===== config.mk =====
export PLATFORM = sky130hd
export DESIGN_NAME = alu_issue_flat
export DESIGN_NICKNAME = d
export VERILOG_FILES = /design/src/rtl/alu_pkg.sv /design/src/rtl/alu_issue_if.sv /design/src/rtl/alu_op_decode.sv /design/src/rtl/alu_issue.sv /design/src/flat_wrapper.sv
export SDC_FILE = /design/constraint.sdc
export NUM_CORES = 1
export LEC_CHECK = 0
export CAP_MARGIN = 20
export CORE_MARGIN = 3
export CORE_UTILIZATION = 36
export DETAILED_ROUTE_END_ITERATION = 7
export GPL_ROUTABILITY_DRIVEN = 1
export HOLD_SLACK_MARGIN = 0.06
export PLACE_DENSITY = 0.76
export SLEW_MARGIN = 5
export SYNTH_ARGS = -nofsm -noshare
export SYNTH_HDL_FRONTEND = slang
export SYNTH_SLANG_ARGS = --single-unit

===== constraint.sdc =====
create_clock -name clk -period 1.3 [get_ports clk]
set_input_delay 0.325 -clock clk [delete_from_list [all_inputs] [get_ports clk]]
set_output_delay 0.325 -clock clk [all_outputs]
set_load 0.05 [all_outputs]

===== src/rtl/alu_pkg.sv =====
// Shared ALU definitions: operation codes, ALUOp classes and funct3 constants
// used by the execute-stage front end.
package alu_pkg;

    typedef enum logic [3:0] {
        ALU_AND   = 4'b0000,
        ALU_OR    = 4'b0001,
        ALU_ADD   = 4'b0010,
        ALU_XOR   = 4'b0011,
        ALU_PASSB = 4'b0100,
        ALU_SUB   = 4'b0110,
        ALU_EQ    = 4'b0111,
        ALU_NE    = 4'b1000,
        ALU_LT    = 4'b1001,
        ALU_GE    = 4'b1010,
        ALU_LTU   = 4'b1011,
        ALU_GEU   = 4'b1100,
        ALU_SLL   = 4'b1101,
        ALU_SRL   = 4'b1110,
        ALU_SRA   = 4'b1111
    } alu_code_e;

    typedef enum logic [1:0] {
        ALUOP_MEM    = 2'b00,
        ALUOP_BRANCH = 2'b01,
        ALUOP_RTYPE  = 2'b10,
        ALUOP_ITYPE  = 2'b11
    } alu_op_e;

    // Arithmetic/logic funct3 values
    localparam logic [2:0] F3_ADD_SUB = 3'b000;
    localparam logic [2:0] F3_SLL     = 3'b001;
    localparam logic [2:0] F3_SLT     = 3'b010;
    localparam logic [2:0] F3_SLTU    = 3'b011;
    localparam logic [2:0] F3_XOR     = 3'b100;
    localparam logic [2:0] F3_SR      = 3'b101;
    localparam logic [2:0] F3_OR      = 3'b110;
    localparam logic [2:0] F3_AND     = 3'b111;

    // Branch funct3 values
    localparam logic [2:0] F3_BEQ     = 3'b000;
    localparam logic [2:0] F3_BNE     = 3'b001;
    localparam logic [2:0] F3_BLT     = 3'b100;
    localparam logic [2:0] F3_BGE     = 3'b101;
    localparam logic [2:0] F3_BLTU    = 3'b110;
    localparam logic [2:0] F3_BGEU    = 3'b111;

    // The ALU leaves Zero undriven for shifts, so callers must mask it.
    function automatic logic is_shift(input alu_code_e code);
        return (code == ALU_SLL) || (code == ALU_SRL) || (code == ALU_SRA);
    endfunction

endpackage


===== src/rtl/alu_issue_if.sv =====
// Request/result handshake bundle between the issue logic and the execute front end.
interface alu_issue_if #(
    parameter int DATA_WIDTH = 32,
    parameter int TAG_WIDTH  = 5
);
    logic                  in_valid;
    logic                  in_ready;
    logic [1:0]            in_alu_op;
    logic [2:0]            in_funct3;
    logic                  in_funct7b5;
    logic                  in_lui;
    logic [DATA_WIDTH-1:0] in_src_a;
    logic [DATA_WIDTH-1:0] in_src_b;
    logic [TAG_WIDTH-1:0]  in_tag;
    logic                  flush;
    logic                  out_valid;
    logic                  out_ready;
    logic [DATA_WIDTH-1:0] out_result;
    logic                  out_zero;
    logic [TAG_WIDTH-1:0]  out_tag;
    logic                  out_illegal;

    modport slave (
        input  in_valid, in_alu_op, in_funct3, in_funct7b5, in_lui,
               in_src_a, in_src_b, in_tag, flush, out_ready,
        output in_ready, out_valid, out_result, out_zero, out_tag, out_illegal
    );

    modport master (
        output in_valid, in_alu_op, in_funct3, in_funct7b5, in_lui,
               in_src_a, in_src_b, in_tag, flush, out_ready,
        input  in_ready, out_valid, out_result, out_zero, out_tag, out_illegal
    );
endinterface


===== src/rtl/alu_op_decode.sv =====
// Combinational ALUOp/funct3/funct7 decode into the 4-bit ALU operation code.
module alu_op_decode
    import alu_pkg::*;
(
    input  logic [1:0] alu_op,
    input  logic [2:0] funct3,
    input  logic       funct7b5,
    input  logic       lui,
    output alu_code_e  code,
    output logic       illegal
);

    // Decode the instruction class into an ALU code; unknown branches fall back to ADD.
    always_comb begin
        code    = ALU_ADD;
        illegal = 1'b0;
        if (lui) begin
            code = ALU_PASSB;
        end else begin
            case (alu_op_e'(alu_op))
                ALUOP_MEM: code = ALU_ADD;
                ALUOP_BRANCH: begin
                    case (funct3)
                        F3_BEQ:  code = ALU_EQ;
                        F3_BNE:  code = ALU_NE;
                        F3_BLT:  code = ALU_LT;
                        F3_BGE:  code = ALU_GE;
                        F3_BLTU: code = ALU_LTU;
                        F3_BGEU: code = ALU_GEU;
                        default: begin
                            code    = ALU_ADD;
                            illegal = 1'b1;
                        end
                    endcase
                end
                ALUOP_RTYPE, ALUOP_ITYPE: begin
                    case (funct3)
                        // Immediates have no SUB form; bit 30 there is part of the immediate.
                        F3_ADD_SUB: code = ((alu_op_e'(alu_op) == ALUOP_RTYPE) && funct7b5)
                                           ? ALU_SUB : ALU_ADD;
                        F3_SLL:     code = ALU_SLL;
                        F3_SLT:     code = ALU_LT;
                        F3_SLTU:    code = ALU_LTU;
                        F3_XOR:     code = ALU_XOR;
                        F3_SR:      code = funct7b5 ? ALU_SRA : ALU_SRL;
                        F3_OR:      code = ALU_OR;
                        F3_AND:     code = ALU_AND;
                        default:    code = ALU_ADD;
                    endcase
                end
                default: code = ALU_ADD;
            endcase
        end
    end

endmodule


===== src/rtl/alu_issue.sv =====
// Execute-stage front end: issue register feeding the external ALU and a result
// register capturing its outputs, with valid/ready on both sides and flush.
module alu_issue
    import alu_pkg::*;
#(
    parameter int DATA_WIDTH    = 32,
    parameter int OPCODE_LENGTH = 4,
    parameter int TAG_WIDTH     = 5
) (
    input  logic                     clk,
    input  logic                     reset_n,
    alu_issue_if.slave               bus,
    output logic [DATA_WIDTH-1:0]    alu_src_a,
    output logic [DATA_WIDTH-1:0]    alu_src_b,
    output logic [OPCODE_LENGTH-1:0] alu_operation,
    input  logic [DATA_WIDTH-1:0]    alu_result,
    input  logic                     alu_zero
);

    alu_code_e             dec_code_s;
    logic                  dec_illegal_s;
    logic                  s2_free_s;
    logic                  s1_adv_s;
    logic                  in_ready_s;
    logic                  accept_s;

    logic                  s1_valid_r;
    logic [DATA_WIDTH-1:0] s1_a_r;
    logic [DATA_WIDTH-1:0] s1_b_r;
    alu_code_e             s1_code_r;
    logic [TAG_WIDTH-1:0]  s1_tag_r;
    logic                  s1_illegal_r;

    logic                  s2_valid_r;
    logic [DATA_WIDTH-1:0] s2_result_r;
    logic                  s2_zero_r;
    logic [TAG_WIDTH-1:0]  s2_tag_r;
    logic                  s2_illegal_r;

    alu_op_decode u_decode (
        .alu_op   (bus.in_alu_op),
        .funct3   (bus.in_funct3),
        .funct7b5 (bus.in_funct7b5),
        .lui      (bus.in_lui),
        .code     (dec_code_s),
        .illegal  (dec_illegal_s)
    );

    // Pipeline advance: a stage moves when the stage ahead is empty or draining.
    always_comb begin
        s2_free_s  = !s2_valid_r || bus.out_ready;
        s1_adv_s   = s1_valid_r && s2_free_s;
        in_ready_s = !s1_valid_r || s2_free_s;
        accept_s   = bus.in_valid && in_ready_s;
    end

    // Issue register: operands and decoded code presented to the ALU.
    always_ff @(posedge clk or negedge reset_n) begin
        if (!reset_n) begin
            s1_valid_r   <= 1'b0;
            s1_a_r       <= '0;
            s1_b_r       <= '0;
            s1_code_r    <= ALU_ADD;
            s1_tag_r     <= '0;
            s1_illegal_r <= 1'b0;
        end else begin
            if (bus.flush) begin
                s1_valid_r <= 1'b0;
            end else if (accept_s) begin
                s1_valid_r <= 1'b1;
            end else if (s1_adv_s) begin
                s1_valid_r <= 1'b0;
            end else begin
                s1_valid_r <= s1_valid_r;
            end
            if (accept_s && !bus.flush) begin
                s1_a_r       <= bus.in_src_a;
                s1_b_r       <= bus.in_src_b;
                s1_code_r    <= dec_code_s;
                s1_tag_r     <= bus.in_tag;
                s1_illegal_r <= dec_illegal_s;
            end
        end
    end

    // Result register: captures the ALU outputs as the issued op moves on.
    always_ff @(posedge clk or negedge reset_n) begin
        if (!reset_n) begin
            s2_valid_r   <= 1'b0;
            s2_result_r  <= '0;
            s2_zero_r    <= 1'b0;
            s2_tag_r     <= '0;
            s2_illegal_r <= 1'b0;
        end else begin
            // A flush wins over a same-cycle consume: the output is killed, not delivered.
            if (bus.flush) begin
                s2_valid_r <= 1'b0;
            end else if (s1_adv_s) begin
                s2_valid_r <= 1'b1;
            end else if (bus.out_ready) begin
                s2_valid_r <= 1'b0;
            end else begin
                s2_valid_r <= s2_valid_r;
            end
            if (s1_adv_s && !bus.flush) begin
                s2_result_r  <= alu_result;
                s2_zero_r    <= is_shift(s1_code_r) ? 1'b0 : alu_zero;
                s2_tag_r     <= s1_tag_r;
                s2_illegal_r <= s1_illegal_r;
            end
        end
    end

    assign bus.in_ready    = in_ready_s;
    assign bus.out_valid   = s2_valid_r;
    assign bus.out_result  = s2_result_r;
    assign bus.out_zero    = s2_zero_r;
    assign bus.out_tag     = s2_tag_r;
    assign bus.out_illegal = s2_illegal_r;

    assign alu_src_a     = s1_a_r;
    assign alu_src_b     = s1_b_r;
    assign alu_operation = OPCODE_LENGTH'(s1_code_r);

endmodule


===== src/flat_wrapper.sv =====
// flat-port wrapper written by rule: the top's interface ports become plain ports
module alu_issue_flat import alu_pkg::*;
#(
    parameter int DATA_WIDTH    = 32,
    parameter int OPCODE_LENGTH = 4,
    parameter int TAG_WIDTH     = 5
)
  (clk, reset_n, alu_src_a, alu_src_b, alu_operation, alu_result, alu_zero, bus_in_valid, bus_in_alu_op, bus_in_funct3, bus_in_funct7b5, bus_in_lui, bus_in_src_a, bus_in_src_b, bus_in_tag, bus_flush, bus_out_ready, bus_in_ready, bus_out_valid, bus_out_result, bus_out_zero, bus_out_tag, bus_out_illegal);
  alu_issue_if #(.DATA_WIDTH(DATA_WIDTH), .TAG_WIDTH(TAG_WIDTH)) bus_i ();
  input  logic clk;
  input  logic reset_n;
  output logic [DATA_WIDTH-1:0] alu_src_a;
  output logic [DATA_WIDTH-1:0] alu_src_b;
  output logic [OPCODE_LENGTH-1:0] alu_operation;
  input  logic [DATA_WIDTH-1:0] alu_result;
  input  logic alu_zero;
  input wire logic [$bits(bus_i.in_valid)-1:0] bus_in_valid;
  input wire logic [$bits(bus_i.in_alu_op)-1:0] bus_in_alu_op;
  input wire logic [$bits(bus_i.in_funct3)-1:0] bus_in_funct3;
  input wire logic [$bits(bus_i.in_funct7b5)-1:0] bus_in_funct7b5;
  input wire logic [$bits(bus_i.in_lui)-1:0] bus_in_lui;
  input wire logic [$bits(bus_i.in_src_a)-1:0] bus_in_src_a;
  input wire logic [$bits(bus_i.in_src_b)-1:0] bus_in_src_b;
  input wire logic [$bits(bus_i.in_tag)-1:0] bus_in_tag;
  input wire logic [$bits(bus_i.flush)-1:0] bus_flush;
  input wire logic [$bits(bus_i.out_ready)-1:0] bus_out_ready;
  output wire logic [$bits(bus_i.in_ready)-1:0] bus_in_ready;
  output wire logic [$bits(bus_i.out_valid)-1:0] bus_out_valid;
  output wire logic [$bits(bus_i.out_result)-1:0] bus_out_result;
  output wire logic [$bits(bus_i.out_zero)-1:0] bus_out_zero;
  output wire logic [$bits(bus_i.out_tag)-1:0] bus_out_tag;
  output wire logic [$bits(bus_i.out_illegal)-1:0] bus_out_illegal;
  assign bus_i.in_valid = bus_in_valid;
  assign bus_i.in_alu_op = bus_in_alu_op;
  assign bus_i.in_funct3 = bus_in_funct3;
  assign bus_i.in_funct7b5 = bus_in_funct7b5;
  assign bus_i.in_lui = bus_in_lui;
  assign bus_i.in_src_a = bus_in_src_a;
  assign bus_i.in_src_b = bus_in_src_b;
  assign bus_i.in_tag = bus_in_tag;
  assign bus_i.flush = bus_flush;
  assign bus_i.out_ready = bus_out_ready;
  assign bus_in_ready = bus_i.in_ready;
  assign bus_out_valid = bus_i.out_valid;
  assign bus_out_result = bus_i.out_result;
  assign bus_out_zero = bus_i.out_zero;
  assign bus_out_tag = bus_i.out_tag;
  assign bus_out_illegal = bus_i.out_illegal;
  alu_issue #(.DATA_WIDTH(DATA_WIDTH), .OPCODE_LENGTH(OPCODE_LENGTH), .TAG_WIDTH(TAG_WIDTH)) u_core (.clk(clk), .reset_n(reset_n), .bus(bus_i), .alu_src_a(alu_src_a), .alu_src_b(alu_src_b), .alu_operation(alu_operation), .alu_result(alu_result), .alu_zero(alu_zero));
endmodule

After elaboration in Yosys (flattened, before gate mapping):

Index checks and enable logic that the tools add are counted.

* word-level logic and storage cells: 58
* output and inout bits: 109
* input port bits: 114
* flip-flop bits (word level): 115

* reduce and logical (&&, ||, !) cells: 18
* mux-type cells: 16
* equal/unequal tests: 13

Operators by type and width (count)
* case mux 4 bit (8 select lines): 1
* case mux 4 bit (6 select lines): 1
* equality test 3 bit, second input constant: 4
* equality test 4 bit, second input constant: 3
* case mux 4 bit (3 select lines): 1
* two-way mux 1 bit: 11
* equality test 3 x 2 -> 1 bit, second input constant: 2
* nonzero test 3 bit: 2
* OR reduction 6 bit: 1
* logical AND 1 bit: 5
* equality test 2 bit, second input constant: 2
* logical OR 1 bit: 4
* two-way mux 4 bit: 1
* equality test 3 x 1 -> 1 bit, second input constant: 1
* zero test 1 bit: 3
* zero test 3 bit: 1
* two-way mux 3 bit: 1
* equality test 2 x 1 -> 1 bit, second input constant: 1
* zero test 2 bit: 1
* OR reduction 2 bit: 1

Depth between registers and ports, before layout:

* depth after elaboration: 6
* mapped depth: 6
* gate-level depth less buffers: 4

Hierarchy:

A second synthesis with hierarchy kept.

* cell total of the unflattened synthesis: 283
* area, all modules: 4898.4 um^2

By module, submodules not included
* alu_issue: instances 1, cells an instance 251, area each 4690.7 um^2, sequential area each 2879.0 um^2
* alu_op_decode: instances 1, cells an instance 32, area each 207.7 um^2, sequential area each 0.0 um^2

Worst setup path before layout:

No wires, ideal clock.

* kind: register -> register
* start: register u_core.s2_valid_r, in the netlist u_core.bus.out_valid
* end: register u_core.s1_a_r[26], in the netlist u_core.alu_src_a[26]
* data required time: 1.172 ns
* stages on the path, launching flop included: 6
* path slack: -0.703 ns
* period minus slack after synthesis: 2.003 ns
* library setup time: 0.128 ns
* arrival time: 1.876 ns
* path through: dfrtp_1 nand3b_2 nand3b_4 buf_6 buf_4 mux2_1

* cells in the longest elaborated chain, start to end: 5

Ends and longest elaborated chain
* from (decl): line alu_issue.sv:34 `logic s2_valid_r;`
* from (signal assigned): line alu_issue.sv:103 `s2_valid_r <= s2_valid_r;`
* zero test 1 bit: line alu_issue.sv:51 `s2_free_s = !s2_valid_r || bus.out_ready;`
* logical OR 1 bit: line alu_issue.sv:51
* logical OR 1 bit: line alu_issue.sv:53 `in_ready_s = !s1_valid_r || s2_free_s;`
* net bus_in_ready: line flat_wrapper.sv:27 `output wire logic [$bits(bus_i.in_ready)-1:0] bus_in_ready;`
* logical AND 1 bit: line alu_issue.sv:54 `accept_s = bus.in_valid && in_ready_s;`
* logical AND 1 bit: line alu_issue.sv:76 `if (accept_s && !bus.flush) begin`
* to (signal assigned): line alu_issue.sv:77 `s1_a_r <= bus.in_src_a;`
* to (decl): line alu_issue.sv:28 `logic [DATA_WIDTH-1:0] s1_a_r;`

The timed path passes the listed nets, and every way through them passes these cells.
A chain may end at the register's enable or synchronous reset.

Final worst setup path:

* start: register u_core.s2_valid_r, in the netlist u_core.bus.out_valid
* end: register u_core.s1_b_r[7], in the netlist u_core.alu_src_b[7]

* cells in the longest elaborated chain, start to end: 5

Ends and longest elaborated chain
* zero test 1 bit: line alu_issue.sv:51
* logical OR 1 bit: line alu_issue.sv:51
* logical OR 1 bit: line alu_issue.sv:53
* logical AND 1 bit: line alu_issue.sv:54
* logical AND 1 bit: line alu_issue.sv:76
* to (signal assigned): line alu_issue.sv:78 `s1_b_r <= bus.in_src_b;`
* to (decl): line alu_issue.sv:29 `logic [DATA_WIDTH-1:0] s1_b_r;`

No other way between the ends.

==> summary.md <==
| Metric | Value |
|---|---|
| Slew @ Worst Pin | `0.426 ns` |
| Worst Path Arrival | `1.93 ns` |
| Clock sinks | `115` |
| TritonCTS clock tree | `done` |
| Slowest cell on crit path | `dfrtp_2` |
| Nets | `694` |
| Tot Pwr | `15.5 mW` |
| RSZ-0062 raised after global routing | `yes` |
| P_leak | `4.32 nW` |
| Commonest cells after routing, fill and taps aside | `116 x buf_12, 112 x dfrtp_1, 111 x clkdlybuf4s50_1` |
| Core Box Area | `11,800 µm²` |
| Number of flops mapped to enable cells by yosys | `0` |
| Remaining DRCs | `0` |
| Multi-input gate area | `1740 µm²` |
| Final wirelength | `16,700 µm` |
| Root buffer cell | `clkbuf_16` |
| Die area | `13,700 µm²` |
| FILL cells | `604` |
| Commonest non-fill, non-tap cell in the layout | `buf_12` |
| First-pass GRT wire length | `21,200 µm` |
| Clk Latency, worst-skew pair | `0.41 ns` |
| Final Critical Period | `1.64 ns` |
| Max cap viols | `0` |
| DIE HEIGHT | `117 µm` |
| Syn Nets | `394` |
| Fin. max-slew vios | `0` |
| Final Skew | `0.00661 ns` |
| Tot GR Track Use | `20.8%` |
| Final Hold Violating Endpoints | `0` |
| R2r setup slk | `-0.34 ns` |
| Largest net degree at the start of global routing | `52` |
| DR vias/cell | `4.83` |
| Status | `complete, but fails checks` |
| Initial antenna violation count | `0` |
| Synth Instances | `280` |
| Post-synthesis sequential area ratio | `64.7%` |
| Vias in the first global route | `3,906` |
| WP data required | `1.59 ns` |
| Final setup violation count | `206` |
| CTS buffer count | `17` |
| I/O Buffers | `222` |
| Slew headroom | `71.6%` |
| Avg WL per Cell | `22.2 µm` |
| Post-DP HPWL | `9680 µm` |
| Clock buffer depth | `2` |
| Initial cell density of the core | `37.8%` |
| Rows | `39` |
| RR Endpoint | `u_core.alu_src_b[7]$_DFFE_PN0P_` |
| Layout area overhead | `114%` |
| Worst slack at placement | `-0.571 ns` |
| Worst setup SP type | `flop` |
| Total gr overflow | `0` |
| CP max stage delay | `0.42 ns` |
| Worst vdd ir | `0.000987 V` |
| Setup CP Type | `reg -> reg` |
| RD Place Congestion | `0.796` |
| Class of the worst hold path | `in -> async` |
| Final worst slack | `-0.337 ns` |
| Ys flop type | `dfrtp_1` |
| Layout cells sized above 1 | `55.3%` |
| Vias | `3,650` |
| Unique masters post-synth | `31` |
| Post-DRT Antenna Nets | `0` |
| H-tree depth | `4` |
| Crit path from | `u_core.bus.out_valid$_DFFE_PN0P_` |
| CP Max Fanout | `8` |
| Number of detailed-route iterations in the first pass | `4` |
| Reg area | `2880 µm²` |
| Max Clk Rate | `0.611 GHz` |
| Die W | `117 µm` |
| Worst r2r src | `u_core.bus.out_valid$_DFFE_PN0P_` |
| Synth Area per Inst | `15.9 µm²` |
| Top Ports | `223` |
| Initial DRC count | `125` |
| YS warnings | `0` |
| Mapped Area | `4450 µm²` |
| Final Cycle Share | `126%` |
| Pwr/cell area | `1630 nW/µm²` |
| Diode count | `0` |
| Synth Register Bits | `115` |
| Worst setup path endpoint | `u_core.alu_src_b[7]$_DFFE_PN0P_` |
| Register clock-pin slew on the reported worst setup and hold paths | `0.05 ns` |
| Worst reg-to-reg path cell count | `7` |
| Failing checks | `setup timing` |
| Worst path cell trace | `buf_6, nand3b_4, buf_6, nand3b_4, buf_12, clkbuf_16, mux2_4` |
| Crit path capture type | `flop` |
| Ys async rst share | `100%` |
-- layout make-up --
class | instances | share of cell area (%)
inverter | 5 | 0.197
clock buffer | 23 | 4.70
clock inverter | 7 | 0.394
timing repair buffer | 295 | 44.1
multi-input combinational | 146 | 18.2
sequential | 115 | 30.3
tap | 164 | 2.16
-- worst min path at each step --
stage | slack [ns] | to | startpoint
2_1_floorplan | 0.03 | u_core.alu_operation[0]$_DFFE_PN0P_ | reset_n
3_3_place_gp | 0.18 | u_core.alu_src_b[7]$_DFFE_PN0P_ | reset_n
3_5_place_dp | 0.19 | u_core.alu_src_b[11]$_DFFE_PN0P_ | reset_n
4_1_cts | 0.30 | u_core.alu_src_b[11]$_DFFE_PN0P_ | reset_n
5_1_grt | 0.33 | u_core.alu_src_b[11]$_DFFE_PN0P_ | reset_n
6_report | 0.33 | u_core.alu_src_b[13]$_DFFE_PN0P_ | reset_n
-- kinds of logic after synthesis --
group | count (synthesis) | synth area share (%)
mux | 107 | 27.1
buf+inv | 19 | 2.39
simple gates | 22 | 3.15
flops | 115 | 64.7
compound gates | 16 | 2.47
xor+xnor | 1 | 0.197
-- flip-flops by register name, indices dropped and copies added, names as in the netlist, 4 cells and up --
register and flops:
u_core.bus.out_tag 5, u_core.s1_tag_r 5, u_core.alu_operation 4, u_core.alu_src_b 32, u_core.alu_src_a 32, u_core.bus.out_result 32
-- Yosys cell counts (all sizes together), types with 2 or more instances --
library cell	number	area [µm²]
dfrtp	114	2850
mux2	107	1200
buf	13	83.8
inv	5	18.8
nand2	5	18.8
nor2	4	15.0
o31ai	4	30.0
a21oi	3	15.0
nor2b	3	18.8
a211oi	2	15.0
nand3	2	10.0
nand3b	2	31.3
nor3b	2	20.0
o21ai	2	10.0
-- report_power, final --
group / internal [mW] / switching, mW / total (mW)
combinational: 3.60 / 3.07 / 6.67
sequential: 4.21 / 0.696 / 4.90
clock: 2.38 / 1.55 / 3.93
-- through the flow --
step | setup TNS, ns | hold WS [ns] | area (µm²) | util (%) | instances
detailed placement | -60.15 | 0.186 | 8080 | 68.7 | 668
finish | -30.98 | 0.334 | 9520 | 81.0 | 755
CTS | -28.57 | 0.301 | 8870 | 75.4 | 719
floorplan | -33.28 | 0.0294 | 4470 | - | 280
global route | -37.68 | 0.331 | 9520 | 81.0 | 755
global placement | -56.95 | 0.182 | 8080 | 68.7 | 668
-- routing by layer --
layer  track usage [%]  part of all wire, %
met3              7.56                  7.9
met4              10.1                  2.7
met2              36.3                   52
met1              22.3                   38
met5                 0                    0
-- what timing repair did --
action | in CTS | in global routing
hold buffers | 1 | 0
resized for setup | 23 | 55
cloned | 2 | 11
hold endpoints to repair | 96 | 0
setup buffers | 18 | 25
pin swaps | 0 | 2
endpoints found under the setup margin | 221 | 222
-- critical path: cells and delay by family (launching register included) --
kind	cells	cell delay, ns
mux	1	0.31
flops	1	0.42
buf+inv	4	0.58
simple gates	2	0.20
Note: power is estimated with default switching activity, not from simulation.
